[src/rtl/jam_cost_table.sv]
// -----------------------------------------------------------------------------
// jam_cost_table
//
// Cost-table responder for the job-assignment machine's W/J/Cost interface.
// The host loads an N x N table of cost entries over a valid/ready stream.
// After the load, the table answers Cost for any (W,J) in the same cycle.
// While serving, the block also counts completed permutation windows (W
// wrapping from N-1 back to 0). The host uses that count to cross-check the
// assignment engine's progress.
//
// Optional feature (compile-time macro JAM_COST_PERM_CHECK_EN):
//   Adds a sticky PERM_ERR output. PERM_ERR is set when the J values seen
//   during a completed window do not cover every job, i.e. they are not a
//   permutation. If the macro is undefined, the port and its logic do not
//   exist.
//
// Ports:
//   CLK          clock
//   RST          asynchronous, active-high reset
//   CLEAR        synchronous re-arm; returns to LOAD and clears status
//   LD_VALID     load beat valid
//   LD_READY     load beat accepted when LD_VALID && LD_READY
//   LD_DATA      cost entry, row-major (index = W*N + J)
//   LD_LAST      marks the final beat of the table
//   W, J         worker / job index from the assignment engine
//   Cost         table[W*N+J] while serving, else 0 (combinational)
//   TABLE_READY  table fully loaded and serving
//   LD_ERR       sticky load-framing error
//   PERM_CNT     completed W (N-1)->0 windows, saturating
//   PERM_ERR     (optional) sticky non-permutation window flag
// -----------------------------------------------------------------------------
module jam_cost_table #(
   parameter int N      = 8,
   parameter int COST_W = 7,
   parameter int PCNT_W = 16
) (
   input  logic                 CLK,
   input  logic                 RST,
   input  logic                 CLEAR,
   input  logic                 LD_VALID,
   output logic                 LD_READY,
   input  logic [COST_W-1:0]    LD_DATA,
   input  logic                 LD_LAST,
   input  logic [$clog2(N)-1:0] W,
   input  logic [$clog2(N)-1:0] J,
   output logic [COST_W-1:0]    Cost,
   output logic                 TABLE_READY,
   output logic                 LD_ERR,
`ifdef JAM_COST_PERM_CHECK_EN
   output logic [PCNT_W-1:0]    PERM_CNT,
   output logic                 PERM_ERR
`else
   output logic [PCNT_W-1:0]    PERM_CNT
`endif
);

   localparam int IDX_W = $clog2(N);
   localparam int PTR_W = 2 * IDX_W;

   localparam logic [PTR_W-1:0] LAST_PTR = PTR_W'(N * N - 1);
   localparam logic [IDX_W-1:0] LAST_IDX = IDX_W'(N - 1);

   localparam logic [1:0] IDLE  = 2'd0;
   localparam logic [1:0] LOAD  = 2'd1;
   localparam logic [1:0] SERVE = 2'd2;

   logic [1:0]        state;
   logic [PTR_W-1:0]  wr_ptr;
   logic [IDX_W-1:0]  prev_W;
   logic [COST_W-1:0] table_mem [N*N];

   logic ld_fire;
   logic window_done;

   // CLEAR wins over a same-cycle beat, so the beat is neither written nor counted.
   assign ld_fire     = (state == LOAD) && LD_VALID && !CLEAR;
   assign window_done = (state == SERVE) && (prev_W == LAST_IDX) && (W == '0);
   assign LD_READY    = (state == LOAD);

   always_comb begin
      Cost = '0;
      if (state == SERVE)
         Cost = table_mem[{W, J}];
   end

   // NOTE: the table has no reset. A memory array with a reset cannot map
   // onto RAM. Cost is gated by SERVE, so stale contents are never visible
   // until a full reload has finished.
   always_ff @(posedge CLK) begin
      if (ld_fire)
         table_mem[wr_ptr] <= LD_DATA;
   end

   // NOTE: all state below uses non-blocking assignments. Every register
   // then samples pre-edge values, whatever order the statements are in.
   always_ff @(posedge CLK or posedge RST) begin
      if (RST) begin
         state       <= IDLE;
         wr_ptr      <= '0;
         TABLE_READY <= 1'b0;
         LD_ERR      <= 1'b0;
         PERM_CNT    <= '0;
         prev_W      <= '0;
      end else begin
         prev_W <= W;
         if (CLEAR) begin
            state       <= LOAD;
            wr_ptr      <= '0;
            TABLE_READY <= 1'b0;
            LD_ERR      <= 1'b0;
            PERM_CNT    <= '0;
         end else begin
            case (state)
               IDLE: state <= LOAD;
               LOAD: begin
                  if (ld_fire) begin
                     if (wr_ptr == LAST_PTR) begin
                        // Final slot written. Serve even if framing was
                        // wrong, but record the error.
                        state       <= SERVE;
                        TABLE_READY <= 1'b1;
                        wr_ptr      <= '0;
                        if (!LD_LAST)
                           LD_ERR <= 1'b1;
                     end else if (LD_LAST) begin
                        // Early LAST: restart framing from slot 0.
                        LD_ERR <= 1'b1;
                        wr_ptr <= '0;
                     end else begin
                        wr_ptr <= wr_ptr + 1'b1;
                     end
                  end
               end
               SERVE: begin
                  if (window_done && (PERM_CNT != '1))
                     PERM_CNT <= PERM_CNT + 1'b1;
               end
               default: state <= IDLE;
            endcase
         end
      end
   end

`ifdef JAM_COST_PERM_CHECK_EN
   logic [IDX_W-1:0] prev_J;
   logic [N-1:0]     job_mask;
   logic [N-1:0]     mask_full;

   // The job of the cycle that just ended is folded into the mask, so a
   // window check at the wrap also includes the last job.
   assign mask_full = job_mask | ({{(N-1){1'b0}}, 1'b1} << prev_J);

   always_ff @(posedge CLK or posedge RST) begin
      if (RST) begin
         prev_J   <= '0;
         job_mask <= '0;
         PERM_ERR <= 1'b0;
      end else begin
         prev_J <= J;
         if (CLEAR) begin
            job_mask <= '0;
            PERM_ERR <= 1'b0;
         end else if (state == SERVE) begin
            if (window_done) begin
               if (mask_full != '1)
                  PERM_ERR <= 1'b1;
               job_mask <= '0;
            end else if (W != prev_W) begin
               job_mask <= mask_full;
            end
         end
      end
   end
`endif

endmodule

[config.mk]
export PLATFORM = sky130hd
export DESIGN_NAME = jam_cost_table
export DESIGN_NICKNAME = d
export VERILOG_FILES = /design/src/rtl/jam_cost_table.sv
export SDC_FILE = /design/constraint.sdc
export NUM_CORES = 1
export LEC_CHECK = 0
export BUFFER_PORTS_ARGS = -buffer_cell sky130_fd_sc_hd__buf_4
export CORE_MARGIN = 2
export CORE_UTILIZATION = 50
export CTS_CLUSTER_SIZE = 20
export DETAILED_ROUTE_END_ITERATION = 10
export GPL_ROUTABILITY_DRIVEN = 0
export PLACE_DENSITY_LB_ADDON = 0.15
export SYNTH_ARGS = -nofsm -noshare
export SYNTH_HDL_FRONTEND = slang
export SYNTH_SLANG_ARGS = --single-unit
[constraint.sdc]
create_clock -name CLK -period 5.1 [get_ports CLK]
set_clock_uncertainty 0.15 [all_clocks]
set_input_delay 0.765 -clock CLK [delete_from_list [all_inputs] [get_ports CLK]]
set_output_delay 0.765 -clock CLK [all_outputs]
set_load 0.005 [all_outputs]
==> flow_summary.toml <==
[logic_synthesis]
synth_edf_count = 448
async_flop_share = 0.0608
syn-num-nets = 982
synth_area_leaders = "edfxtp_1 (71%), mux4_2 (14%), dfrtp_1 (3.8%)"
synthAdderAreaFrac = 0.00132
ys_ff_latch = 477
synth_top_area_cell = "edfxtp_1"
synth.mux.area_fraction = 0.158
synth_top_family_by_area = "multiplexers"
yosys.area_share.simple = 0.0487
yosysSeqAreaShare = 0.745
avgSynthCellArea_sq_um = 19.8
synth_cell_types = 51
syn_inst = 962
synth_warnings = 0
syn-cell-area_sq_mm = 0.0190
synth_compound_area_frac = 0.0232
synthFlopType = "edfxtp_1"
netlist.area_leader.share = 0.707
synth-xor-area-share = 0.00829

[die]
placementRows = 71
die_area_sq_mm = 0.0396
initial_core_util = 0.506
die_w_microns = 199
die_y_microns = 199
io_pins = 44
core_area_sq_mm = 0.0376

[route]
num_vias = 9362
wl_per_cell_microns = 27.3
totalWireLength_microns = 42700
drtAntennaViolNets = 0
drt-pass1-iter-count = 5
drc = 0
vias_per_cell = 6.00
drt_first_iter_violations = 1041

[worst_setup_path]
cp_cell_sequence = "buf_6 -> buf_4 -> mux4_2 -> a22oi_1 -> a31oi_1 -> a32oi_1 -> o21ai_0 -> buf_4"
crit_arrival_ns = 3.33
slowest_delay_ns = 0.54
crit_top_cell = "buf_4"
ff2ff_setup_slack_ns = 1.72
cp-end-kind = "output port"
required_ns = 4.18
start_kind = "input pin"
path_buf_inv = 3
cp_max_fo = 50
timing.critical_path.max_delay_family = "buffers and inverters"
critical_path_class = "in -> out"
cp_slowest_cell = "mux4_2"

[global_routing]
grt_pass1_wl_microns = 63300
gr-total-overflow = 0
grt_pass1_vias = 9431
antenna_found_initial = 0
grt_max_degree = 65
grt.total_usage = 0.225

[placement]
dpl.hpwl_microns = 25700
dp_slack_ns = 0.845
dp_cells = 1477
io_buffers = 43

[timing]
finalSetupTns_ns = 0
finalCritPeriodShare = 0.831
setup_ws_ns = 0.859
report.final.slew_viol_count = 0
worst_pin_slew_ns = 1.14
final.min_clock_period_ns = 4.24
rsz0062_at_grt = "no"
setup_viol = 0
finalHoldViolCount = 0
maxClockFrequency_mhz = 236
maxSlewHeadroom = 0.240

[hold_path]
hp-class = "in -> reg"

[layout]
final_util = 0.568
drive_above_1_share = 0.263
seq_area_sq_mm = 0.0142
multiInputGateArea_sq_mm = 0.00456
fin_cells = 1561
nFillCells = 2812
layout_common_cells = "edfxtp_1 (448), mux4_2 (121), nor2_1 (95), buf_4 (56), clkbuf_16 (49)"
syn2layout_area_growth_pct = 12.3
fin_nets = 1036
n_antenna_cell = 0
final_common_cell = "edfxtp_1"

[pwr]
p_leak_nw = 6.76
vdd_drop_max_v = 0.000270
power_density_mw_per_mm2 = 374

[clock_tree]
cts_resized = 0
cts_setup_buffers = 0
numClockSinks = 477
cts_made_buffers = 48
clock_latency_ns = 0.57
tritoncts = "done"
clkTransAtPathRegs_ns = 0.06
cts_htree_levels = 2
cts-root-buf = "clkbuf_16"
cts_buffer_depth = 3
postCtsHoldBufs = 0

[run]
cap_violations = 0

[status]
outcome = "complete, no violations"
==> cell usage after synthesis, types with 3 or more instances <==
| master | instances |
|---|---|
| a21oi_1 | 13 |
| a2111oi_2 | 5 |
| nand2_1 | 37 |
| a221oi_1 | 5 |
| nand2b_1 | 5 |
| nor2_1 | 95 |
| a31oi_1 | 6 |
| nor2b_1 | 8 |
| clkbuf_1 | 28 |
| a211oi_1 | 4 |
| nor3b_1 | 3 |
| o22ai_1 | 3 |
| edfxtp_1 | 448 |
| nand4_1 | 3 |
| and4_1 | 3 |
| o21ai_0 | 10 |
| xnor2_1 | 16 |
| nor4_2 | 3 |
| inv_1 | 6 |
| nor3_1 | 5 |
| buf_2 | 20 |
| buf_1 | 5 |
| mux2i_1 | 18 |
| o221ai_1 | 3 |
| dfrtp_1 | 29 |
| mux2_2 | 9 |
| mux4_2 | 121 |
| nand3_1 | 18 |
==> sequential cells by signal (all words and copies together), names as in the netlist <==
signal	cells
table_mem	448
PERM_CNT	16
wr_ptr	6
prev_W	3
state	2
LD_ERR	1
TABLE_READY	1
==> per-stage QoR <==
stage,power [W],cell area (sq um),hold slack (ns)
final,0.00799,21400,0.268
after global routing,0.00823,21400,0.251
after CTS,0.00806,21400,0.237
after detailed placement,0.00472,19900,0.343
after global placement,0.00472,19900,0.334
after floorplan,0.00457,19000,0.336
==> cell type report <==
class	instances	area share
flip-flops and latches	477	0.664
multi-input cells	422	0.213
clock buffers	56	0.0586
well taps	511	0.0299
repair buffers	60	0.0226
clock inverters	28	0.0105
inverters	7	0.00123
==> per-layer routing <==
layer	part of all wire	track usage
met1	0.43	0.333
met2	0.47	0.346
met3	0.075	0.0412
met4	0.020	0.0661
met5	0	0
==> cells by family (layout without fill, tap and decap cells) <==
group           Yosys count  in the layout
flops                   477            477
compound gates           58             58
xor+xnor                 18             18
simple gates            196            196
buf+inv                  63            151
fa+ha+maj                 2              2
mux                     148            148
==> path summary, 6_finish.rpt <==
| check | from | endpoint | cells after the start |
|---|---|---|---|
| min reg2reg | LD_ERR | LD_ERR | 2 |
| min | W[2] | prev_W[2] | 1 |
| max reg2reg | state[1] | table_mem[7][2] | 5 |
| min in group asynchronous | RST | PERM_CNT[0] | 2 |
| max | J[0] | Cost[1] | 8 |
| max in group asynchronous | RST | PERM_CNT[1] | 2 |
==> power by group <==
group	leakage (nW)	total [W]	switching (W)	internal, W
clock	0.732	0.00336	0.00145	0.00191
combinational	1.61	0.000343	0.000211	0.000132
sequential	4.42	0.00429	0.00000302	0.00429
(Power assumes the default switching activity.)
